<file path="config.mk">
export PLATFORM = sky130hd
export DESIGN_NAME = kernel_conv_engine_flat
export DESIGN_NICKNAME = d
export VERILOG_FILES = /design/src/rtl/kernel_conv_engine_if.sv /design/src/rtl/kernel_conv_engine.sv /design/src/flat_wrapper.sv
export SDC_FILE = /design/constraint.sdc
export NUM_CORES = 2
export LEC_CHECK = 0
export BUFFER_PORTS_ARGS = -buffer_cell sky130_fd_sc_hd__buf_4
export CAP_MARGIN = 20
export CELL_PAD_IN_SITES_DETAIL_PLACEMENT = 1
export CELL_PAD_IN_SITES_GLOBAL_PLACEMENT = 1
export CORE_MARGIN = 2
export CORE_UTILIZATION = 35
export CTS_BUF_LIST = sky130_fd_sc_hd__clkbuf_4 sky130_fd_sc_hd__clkbuf_8
export CTS_CLUSTER_DIAMETER = 80
export DETAILED_ROUTE_END_ITERATION = 10
export PLACE_DENSITY_LB_ADDON = 0.1
export SYNTH_ARGS = -nofsm -noshare
export SYNTH_HDL_FRONTEND = slang
export SYNTH_SLANG_ARGS = --single-unit
</file>
<file path="constraint.sdc">
create_clock -name clk -period 13.4 [get_ports clk]
set_input_delay 2.68 -clock clk [delete_from_list [all_inputs] [get_ports clk]]
set_output_delay 2.68 -clock clk [all_outputs]
set_load 0.005 [all_outputs]
</file>
<file path="src/rtl/kernel_conv_engine_if.sv">
// kernel_conv_engine_if: kernel-programming port, frame control and the
// pixel input/output streams of the convolution engine.
// master = processor / stream side, slave = engine.
interface kernel_conv_engine_if #(
    parameter int PIX_W  = 8,
    parameter int COEF_W = 8,
    parameter int SEL_W  = 2,
    parameter int IDX_W  = 4
);
    logic              coef_we;
    logic              norm_we;
    logic [SEL_W-1:0]  coef_sel;
    logic [IDX_W-1:0]  coef_idx;
    logic [COEF_W-1:0] coef_data;
    logic [SEL_W-1:0]  krn_sel;
    logic              start;
    logic              busy;
    logic              in_valid;
    logic              in_ready;
    logic [PIX_W-1:0]  in_pixel;
    logic              out_valid;
    logic              out_ready;
    logic [PIX_W-1:0]  out_pixel;
    logic              out_last;
    logic              frame_done;

    modport master (
        output coef_we, norm_we, coef_sel, coef_idx, coef_data, krn_sel, start,
        output in_valid, in_pixel, out_ready,
        input  busy, in_ready, out_valid, out_pixel, out_last, frame_done
    );

    modport slave (
        input  coef_we, norm_we, coef_sel, coef_idx, coef_data, krn_sel, start,
        input  in_valid, in_pixel, out_ready,
        output busy, in_ready, out_valid, out_pixel, out_last, frame_done
    );
endinterface

</file>
<file path="src/rtl/kernel_conv_engine.sv">
// kernel_conv_engine: streaming KxK 2-D convolution over one IMG_W x IMG_H
// frame, using a bank of NUM_KRN programmable signed kernels with per-kernel
// normalisation shift. Only valid-region pixels are emitted.
// Optional build macro KRN_ABS_EN: negative normalised results are replaced by
// their magnitude instead of clamping to zero.
module kernel_conv_engine #(
    parameter int PIX_W   = 8,
    parameter int COEF_W  = 8,
    parameter int K       = 3,
    parameter int IMG_W   = 64,
    parameter int IMG_H   = 64,
    parameter int NUM_KRN = 4
) (
    input  logic                clk,
    input  logic                rst,
    kernel_conv_engine_if.slave bus_if
);
    localparam int KK     = K * K;
    localparam int CTR    = KK / 2;
    localparam int SEL_W  = (NUM_KRN > 1) ? $clog2(NUM_KRN) : 1;
    localparam int CW     = (IMG_W > 1) ? $clog2(IMG_W) : 1;
    localparam int RW     = (IMG_H > 1) ? $clog2(IMG_H) : 1;
    localparam int PROD_W = COEF_W + PIX_W + 1;
    localparam int ACC_W  = PIX_W + COEF_W + $clog2(KK) + 1;
    localparam logic signed [ACC_W-1:0] PIX_MAX = ACC_W'((1 << PIX_W) - 1);

    typedef enum logic [1:0] {IDLE, RUN, FLUSH, DONE} state_t;

    state_t state_q, state_d;
    logic [CW-1:0]    col_q;
    logic [RW-1:0]    row_q;
    logic [SEL_W-1:0] krn_q;

    logic signed [COEF_W-1:0] coef_q  [NUM_KRN][KK];
    logic [3:0]               shift_q [NUM_KRN];

    logic [PIX_W-1:0] linebuf [K-1][IMG_W];
    logic [PIX_W-1:0] col_vec [K];

    logic [PIX_W-1:0]         win_p0 [K][K];
    logic                     vld_p0, last_p0;
    logic signed [PROD_W-1:0] prod_p1 [KK];
    logic                     vld_p1, last_p1;
    logic signed [ACC_W-1:0]  acc_p1;
    logic [PIX_W-1:0]         result_p1;
    logic [PIX_W-1:0]         out_pixel_q;
    logic                     out_valid_q, out_last_q;

    logic stall, run_ready, hs, at_col_end, at_row_end, last_px, in_region;
    logic sel_ok, idx_ok;

    // Signed coefficient times zero-extended pixel, both widened before multiply.
    function automatic logic signed [PROD_W-1:0] mul_px(input logic signed [COEF_W-1:0] c,
                                                        input logic [PIX_W-1:0] p);
        logic signed [PROD_W-1:0] ce, pe;
        ce = {{(PROD_W-COEF_W){c[COEF_W-1]}}, c};
        pe = {{(PROD_W-PIX_W){1'b0}}, p};
        return ce * pe;
    endfunction

    // Map a normalised sum onto the unsigned pixel range.
    function automatic logic [PIX_W-1:0] sat_pix(input logic signed [ACC_W-1:0] v);
        logic signed [ACC_W-1:0] m;
        m = v;
`ifdef KRN_ABS_EN
        if (v < 0) m = -v;
`else
        if (v < 0) m = '0;
`endif
        if (m > PIX_MAX) return '1;
        return m[PIX_W-1:0];
    endfunction

    assign stall      = out_valid_q & ~bus_if.out_ready;
    assign run_ready  = (state_q == RUN) & ~stall;
    assign hs         = bus_if.in_valid & run_ready;
    assign at_col_end = (col_q == CW'(IMG_W - 1));
    assign at_row_end = (row_q == RW'(IMG_H - 1));
    assign last_px    = at_col_end & at_row_end;
    assign in_region  = (int'(row_q) >= K - 1) && (int'(col_q) >= K - 1);
    assign sel_ok     = int'(bus_if.coef_sel) < NUM_KRN;
    assign idx_ok     = int'(bus_if.coef_idx) < KK;

    assign bus_if.out_valid = out_valid_q;
    assign bus_if.out_pixel = out_pixel_q;
    assign bus_if.out_last  = out_last_q;

    // Frame FSM: next state and control outputs.
    always_comb begin
        state_d           = state_q;
        bus_if.in_ready   = 1'b0;
        bus_if.busy       = 1'b0;
        bus_if.frame_done = 1'b0;
        unique case (state_q)
            IDLE: begin
                if (bus_if.start) state_d = RUN;
            end
            RUN: begin
                bus_if.in_ready = run_ready;
                bus_if.busy     = 1'b1;
                if (hs && last_px) state_d = FLUSH;
            end
            FLUSH: begin
                bus_if.busy = 1'b1;
                // Nothing left behind the output register and it is leaving now.
                if (!vld_p0 && !vld_p1 && (!out_valid_q || bus_if.out_ready)) state_d = DONE;
            end
            DONE: begin
                bus_if.frame_done = 1'b1;
                state_d           = IDLE;
            end
            default: state_d = IDLE;
        endcase
    end

    // FSM state, raster position counters and kernel selection latched at start.
    always_ff @(posedge clk or posedge rst) begin
        if (rst) begin
            state_q <= IDLE;
            col_q   <= '0;
            row_q   <= '0;
            krn_q   <= '0;
        end else begin
            state_q <= state_d;
            if (state_q == IDLE && bus_if.start) begin
                col_q <= '0;
                row_q <= '0;
                krn_q <= bus_if.krn_sel;
            end else if (hs) begin
                if (at_col_end) begin
                    col_q <= '0;
                    row_q <= at_row_end ? '0 : row_q + 1'b1;
                end else begin
                    col_q <= col_q + 1'b1;
                end
            end
        end
    end

    // Kernel bank: identity on reset, writable only between frames.
    always_ff @(posedge clk or posedge rst) begin
        if (rst) begin
            for (int k = 0; k < NUM_KRN; k++) begin
                for (int i = 0; i < KK; i++) begin
                    coef_q[k][i] <= (i == CTR) ? COEF_W'(1) : '0;
                end
                shift_q[k] <= '0;
            end
        end else if (state_q == IDLE) begin
            if (bus_if.coef_we && sel_ok && idx_ok)
                coef_q[bus_if.coef_sel][bus_if.coef_idx] <= bus_if.coef_data;
            if (bus_if.norm_we && sel_ok)
                shift_q[bus_if.coef_sel] <= bus_if.coef_data[3:0];
        end
    end

    // Current column of the window: stored rows from the line buffers plus the new pixel.
    always_comb begin
        for (int j = 0; j < K - 1; j++) col_vec[j] = linebuf[j][col_q];
        col_vec[K-1] = bus_if.in_pixel;
    end

    // Line buffers: each row slot moves one row older on every accepted pixel.
    always_ff @(posedge clk) begin
        if (hs) begin
            for (int j = 0; j < K - 1; j++) linebuf[j][col_q] <= col_vec[j+1];
        end
    end

    // Stage 0: KxK window slides left by one column per accepted pixel.
    always_ff @(posedge clk) begin
        if (hs) begin
            for (int r = 0; r < K; r++) begin
                for (int c = 0; c < K - 1; c++) win_p0[r][c] <= win_p0[r][c+1];
                win_p0[r][K-1] <= col_vec[r];
            end
        end
    end

    // Stage 1: per-tap products, frozen while the output is stalled.
    always_ff @(posedge clk) begin
        if (!stall) begin
            for (int r = 0; r < K; r++) begin
                for (int c = 0; c < K; c++) begin
                    prod_p1[r*K+c] <= mul_px(coef_q[krn_q][r*K+c], win_p0[r][c]);
                end
            end
        end
    end

    // Stage 2 combinational part: adder tree, normalising shift, saturation.
    always_comb begin
        acc_p1 = '0;
        for (int i = 0; i < KK; i++) begin
            acc_p1 = acc_p1 + {{(ACC_W-PROD_W){prod_p1[i][PROD_W-1]}}, prod_p1[i]};
        end
        result_p1 = sat_pix(acc_p1 >>> shift_q[krn_q]);
    end

    // Pipeline valid/last tracking and the output register; all hold on stall.
    always_ff @(posedge clk or posedge rst) begin
        if (rst) begin
            vld_p0      <= 1'b0;
            last_p0     <= 1'b0;
            vld_p1      <= 1'b0;
            last_p1     <= 1'b0;
            out_valid_q <= 1'b0;
            out_last_q  <= 1'b0;
            out_pixel_q <= '0;
        end else if (!stall) begin
            vld_p0      <= hs & in_region;
            last_p0     <= hs & last_px;
            vld_p1      <= vld_p0;
            last_p1     <= last_p0;
            out_valid_q <= vld_p1;
            out_last_q  <= last_p1;
            if (vld_p1) out_pixel_q <= result_p1;
        end
    end
endmodule

</file>
<file path="src/flat_wrapper.sv">
// flat-port wrapper written by rule: the top's interface ports become plain ports
module kernel_conv_engine_flat 
#(
    parameter int PIX_W   = 8,
    parameter int COEF_W  = 8,
    parameter int K       = 3,
    parameter int IMG_W   = 64,
    parameter int IMG_H   = 64,
    parameter int NUM_KRN = 4
)
  (clk, rst, bus_if_coef_we, bus_if_norm_we, bus_if_coef_sel, bus_if_coef_idx, bus_if_coef_data, bus_if_krn_sel, bus_if_start, bus_if_in_valid, bus_if_in_pixel, bus_if_out_ready, bus_if_busy, bus_if_in_ready, bus_if_out_valid, bus_if_out_pixel, bus_if_out_last, bus_if_frame_done);
  kernel_conv_engine_if #(.PIX_W(PIX_W), .COEF_W(COEF_W), .SEL_W(2), .IDX_W(4)) bus_if_i ();
  input  logic clk;
  input  logic rst;
  input wire logic [$bits(bus_if_i.coef_we)-1:0] bus_if_coef_we;
  input wire logic [$bits(bus_if_i.norm_we)-1:0] bus_if_norm_we;
  input wire logic [$bits(bus_if_i.coef_sel)-1:0] bus_if_coef_sel;
  input wire logic [$bits(bus_if_i.coef_idx)-1:0] bus_if_coef_idx;
  input wire logic [$bits(bus_if_i.coef_data)-1:0] bus_if_coef_data;
  input wire logic [$bits(bus_if_i.krn_sel)-1:0] bus_if_krn_sel;
  input wire logic [$bits(bus_if_i.start)-1:0] bus_if_start;
  input wire logic [$bits(bus_if_i.in_valid)-1:0] bus_if_in_valid;
  input wire logic [$bits(bus_if_i.in_pixel)-1:0] bus_if_in_pixel;
  input wire logic [$bits(bus_if_i.out_ready)-1:0] bus_if_out_ready;
  output wire logic [$bits(bus_if_i.busy)-1:0] bus_if_busy;
  output wire logic [$bits(bus_if_i.in_ready)-1:0] bus_if_in_ready;
  output wire logic [$bits(bus_if_i.out_valid)-1:0] bus_if_out_valid;
  output wire logic [$bits(bus_if_i.out_pixel)-1:0] bus_if_out_pixel;
  output wire logic [$bits(bus_if_i.out_last)-1:0] bus_if_out_last;
  output wire logic [$bits(bus_if_i.frame_done)-1:0] bus_if_frame_done;
  assign bus_if_i.coef_we = bus_if_coef_we;
  assign bus_if_i.norm_we = bus_if_norm_we;
  assign bus_if_i.coef_sel = bus_if_coef_sel;
  assign bus_if_i.coef_idx = bus_if_coef_idx;
  assign bus_if_i.coef_data = bus_if_coef_data;
  assign bus_if_i.krn_sel = bus_if_krn_sel;
  assign bus_if_i.start = bus_if_start;
  assign bus_if_i.in_valid = bus_if_in_valid;
  assign bus_if_i.in_pixel = bus_if_in_pixel;
  assign bus_if_i.out_ready = bus_if_out_ready;
  assign bus_if_busy = bus_if_i.busy;
  assign bus_if_in_ready = bus_if_i.in_ready;
  assign bus_if_out_valid = bus_if_i.out_valid;
  assign bus_if_out_pixel = bus_if_i.out_pixel;
  assign bus_if_out_last = bus_if_i.out_last;
  assign bus_if_frame_done = bus_if_i.frame_done;
  kernel_conv_engine #(.PIX_W(PIX_W), .COEF_W(COEF_W), .K(K), .IMG_W(IMG_W), .IMG_H(IMG_H), .NUM_KRN(NUM_KRN)) u_core (.clk(clk), .rst(rst), .bus_if(bus_if_i));
endmodule
</file>
==> impl_results.md <==
- Share of post-route cells with drive strength above 1: 0.171
- Mux share of post-synthesis cell area: 0.0646
- Clk_lat worst skew: 1.04 ns
- Max Transition Viols Final: 0
- Most Frequent Cell on Critical Path: fa_1
- Worst r2r src: u_core.prod_p1[0][0]
- Compound-gate portion of the synthesized area: 0.0855
- Vias post-DR: 50300
- Pre-CTS setup slack: 5.31 ns
- Starting density of the core: 0.352
- Critical path arrival: 8.85 ns
- Reg-to-Reg End: u_core.bus_if.out_pixel[2]
- Number of hold buffers added after cts: 0
- RSZ-0062 raised after global routing: no
- Outcome: complete, no violations
- Area contributors post-synth: edfxtp_1 45%, fa_1 11%, dfrtp_1 10%, ha_1 6.6%, mux2_2 4.3%
- Num CTS Buffers: 307
- Root Buffer: clkbuf_8
- Final worst-path cycle share: 0.604
- Antenna Nets Post-Route: 0
- Synthesis Warnings: 0
- First-pass GRT wire length: 374000 um
- DR WL/cell: 26.2 um
- CTS tree: done
- Synth Register Bits: 1583
- Gate Count Post-Synth: 6009
- Io pins: 44
- Hold Crit Endpoint: u_core.bus_if.out_last
- Post-DP HPWL: 167000 um
- VDD IR max: 228 uV
- Area grow syn2layout: 12.9%
- Min-delay src: u_core.bus_if.out_last
- Area share of fa/ha/maj cells after synthesis: 0.173
- Final setup vio count: 0
- GP Congestion: 0.806
- CTS Buffer Depth: 4
- Hold Fails Final Rpt: 0
- Synthesized net count: 6917
- Slew HR: 0.241
- Clock sinks: 1583
- Synth cell types: 86
- Post-Syn Area: 82800 um2
- I/O Buffers: 43
- Setup ws final: 5.30 ns
- Pin count of the biggest net entering global routing: 123
- LEAKAGE: 37.6 nW
- Crit Path Max Fanout: 10
- # rows: 178
- Syn Area/Cell: 13.8 um2
- Xor/xnor share of the synthesized area: 0.0123
- WP data required: 14.16 ns
- Startpoint Class: flip-flop
- Post-synth top area cell: edfxtp_1
- TNS Setup: 0 ns
- Cell area power density: 164 nW/um2
- Crit-path slowest cell: a31oi_1
- Worst hold path class: reg -> reg
- Initial antenna violation count: 11
- Vias in the first global route: 55100
- Seq/Total Area, Yosys: 0.554
- Initial DRC count: 2980
- Largest family of logic cells by synthesized area: adder cells
- Routed wire length: 253000 um
- WHS Path Cells: 2
- Synth Flop Type: edfxtp_1
- Layout Skew: 0.113 ns
- Cts repair resizes: 0
- Pre-Repair DR Iteration Count: 5
- Reg clk slew, reported paths: 0.05 ns
- Crit path capture type: flip-flop
- GR Overflow Total: 0
- CP peak stage delay: 0.56 ns
- Die ar.: 241000 um2
- Slew @ Worst Pin: 1.13 ns
- Vias per Instance: 5.21
- Fraction of registers with async set/reset: 0.211
- Post-Synth Simple-Gate Area: 0.0703
- Maximum Capacitance Violations: 0
- Area share of the largest cell type after synthesis: 0.453
- R2r setup slk: 5.30 ns
- Residual DRC: 0
- R2R depth: 30
- Die Y: 490 um
- Die width: 490 um
- Htree depth: 5
- Hold slack: 0.482 ns
- Layout fillers: 24200
- Std-Cell Core Area: 235000 um2
- # nets final: 7193
- CP Class: reg -> reg
- Total global-route track usage: 0.209
- Fmax: 124 MHz
- Final Critical Period: 8.10 ns
- Setup bufs post-CTS: 0
- EDFF count, synth: 1249
[per-stage QoR]
step,instance area [um2],utilization,power (mW),cells
2_1_floorplan,82800,-,8.78,6009
3_3_place_gp,87500,0.372,10.7,9114
3_5_place_dp,87600,0.372,10.8,9119
4_1_cts,93400,0.397,15.6,9636
5_1_grt,93500,0.397,16.0,9645
6_report,93500,0.397,15.4,9651
[Yosys cell counts, types with 19 or more instances]
cell type and count:
a21boi_0 38, a21oi_1 128, a221oi_1 89, a22o_1 87
a22oi_1 342, a31oi_1 92, and2_1 325, buf_1 55
clkbuf_1 151, dfrtp_1 330, edfxtp_1 1249, fa_1 443
ha_1 434, inv_1 681, mux2_2 315, mux2i_1 20
mux4_2 71, nand2_1 302, nand2b_1 65, nand3_1 41
nand4_1 35, nor2_1 234, nor2b_1 25, nor3_1 30
o211ai_1 24, o21ai_0 88, or3_1 19, xnor2_1 99
[power breakdown]
| group | switching (mW) | total (mW) | internal (mW) |
|---|---|---|---|
| clock network | 2.08 | 4.70 | 2.63 |
| registers | 0.281 | 6.66 | 6.38 |
| logic | 3.00 | 3.99 | 0.998 |
[layout make-up]
type                    count  area (um2)  share of cell area
flip-flops and latches   1583       45900               0.491
well taps                3150        3940              0.0422
clock inverters            94         619             0.00663
multi-input cells        3530       33700               0.361
repair buffers            181        1540              0.0164
diodes                      8        20.0            0.000214
clock buffers             423        5200              0.0557
inverters                 682        2570              0.0275
[layout by cell type (no fill, tap or decap), drive strengths merged, types with 30 or more instances in the layout]
cell type / netlist / final
clkinv: 1 / 78
nand2b: 65 / 65
a31oi: 92 / 92
dfrtp: 330 / 330
a22oi: 342 / 342
nand4: 36 / 36
and2: 327 / 327
nor2: 234 / 234
mux2: 315 / 315
a21boi: 38 / 38
mux4: 71 / 71
a22o: 87 / 87
fa: 443 / 443
buf: 63 / 180
o21ai: 93 / 93
a221oi: 90 / 90
inv: 681 / 685
nand3: 41 / 41
nor3: 30 / 30
nand2: 302 / 302
ha: 434 / 434
xnor2: 100 / 100
edfxtp: 1249 / 1249
a21oi: 130 / 130
clkbuf: 151 / 424
[how the worst max path moves through the flow]
stage | startpoint | slack, ns | endpoint
3_5_place_dp | u_core.prod_p1[0][0] | 5.31 | u_core.bus_if.out_pixel[2]
4_1_cts | u_core.prod_p1[0][0] | 5.22 | u_core.bus_if.out_pixel[2]
5_1_grt | u_core.prod_p1[0][0] | 4.57 | u_core.bus_if.out_pixel[2]
6_report | u_core.prod_p1[0][0] | 5.30 | u_core.bus_if.out_pixel[2]
2_1_floorplan | rst | 1.47 | u_core.bus_if.out_last
3_3_place_gp | u_core.prod_p1[0][0] | 5.35 | u_core.bus_if.out_pixel[6]
[registers in the layout, summed over array words and instances (netlist names)]
signal,cells
u_core.col_q,6
u_core.krn_q,2
u_core.bus_if.out_pixel,8
u_core.bus_if.out_valid,1
u_core.row_q,6
u_core.vld_p0,1
u_core.win_p0,72
u_core.state_q,2
u_core.vld_p1,1
u_core.coef_q,288
u_core.prod_p1,153
u_core.bus_if.out_last,1
u_core.linebuf,1024
u_core.last_p0,1
u_core.last_p1,1
u_core.shift_q,16
[metal layers]
layer,routed length [um],part of all wire,vias to the layer above,global-route usage
met5,22,0.000087,-,0
met4,5940,0.024,4,0.0517
met3,8740,0.035,352,0.0274
met2,126000,0.50,912,0.361
met1,112000,0.44,26800,0.277
li1,-,-,22300,-
[logic make-up after synthesis]
logic type | count (synthesis)
flops | 1583
simple gates | 1148
compound gates | 984
buf+inv | 896
fa+ha+maj | 877
mux | 406
xor+xnor | 115
[critical path, delay by kind of cell (launching register included)]
kind,cells,cell delay (ns)
xor gates and xnor gates,2,0.47
buffers and inverters,3,0.16
DFF,1,0.38
muxes,1,0.14
and+or+nand+nor,4,0.77
AOI/OAI and AO/OA,13,3.17
adders and majority gates,7,2.79
Power figures use the tool's default switching activity.
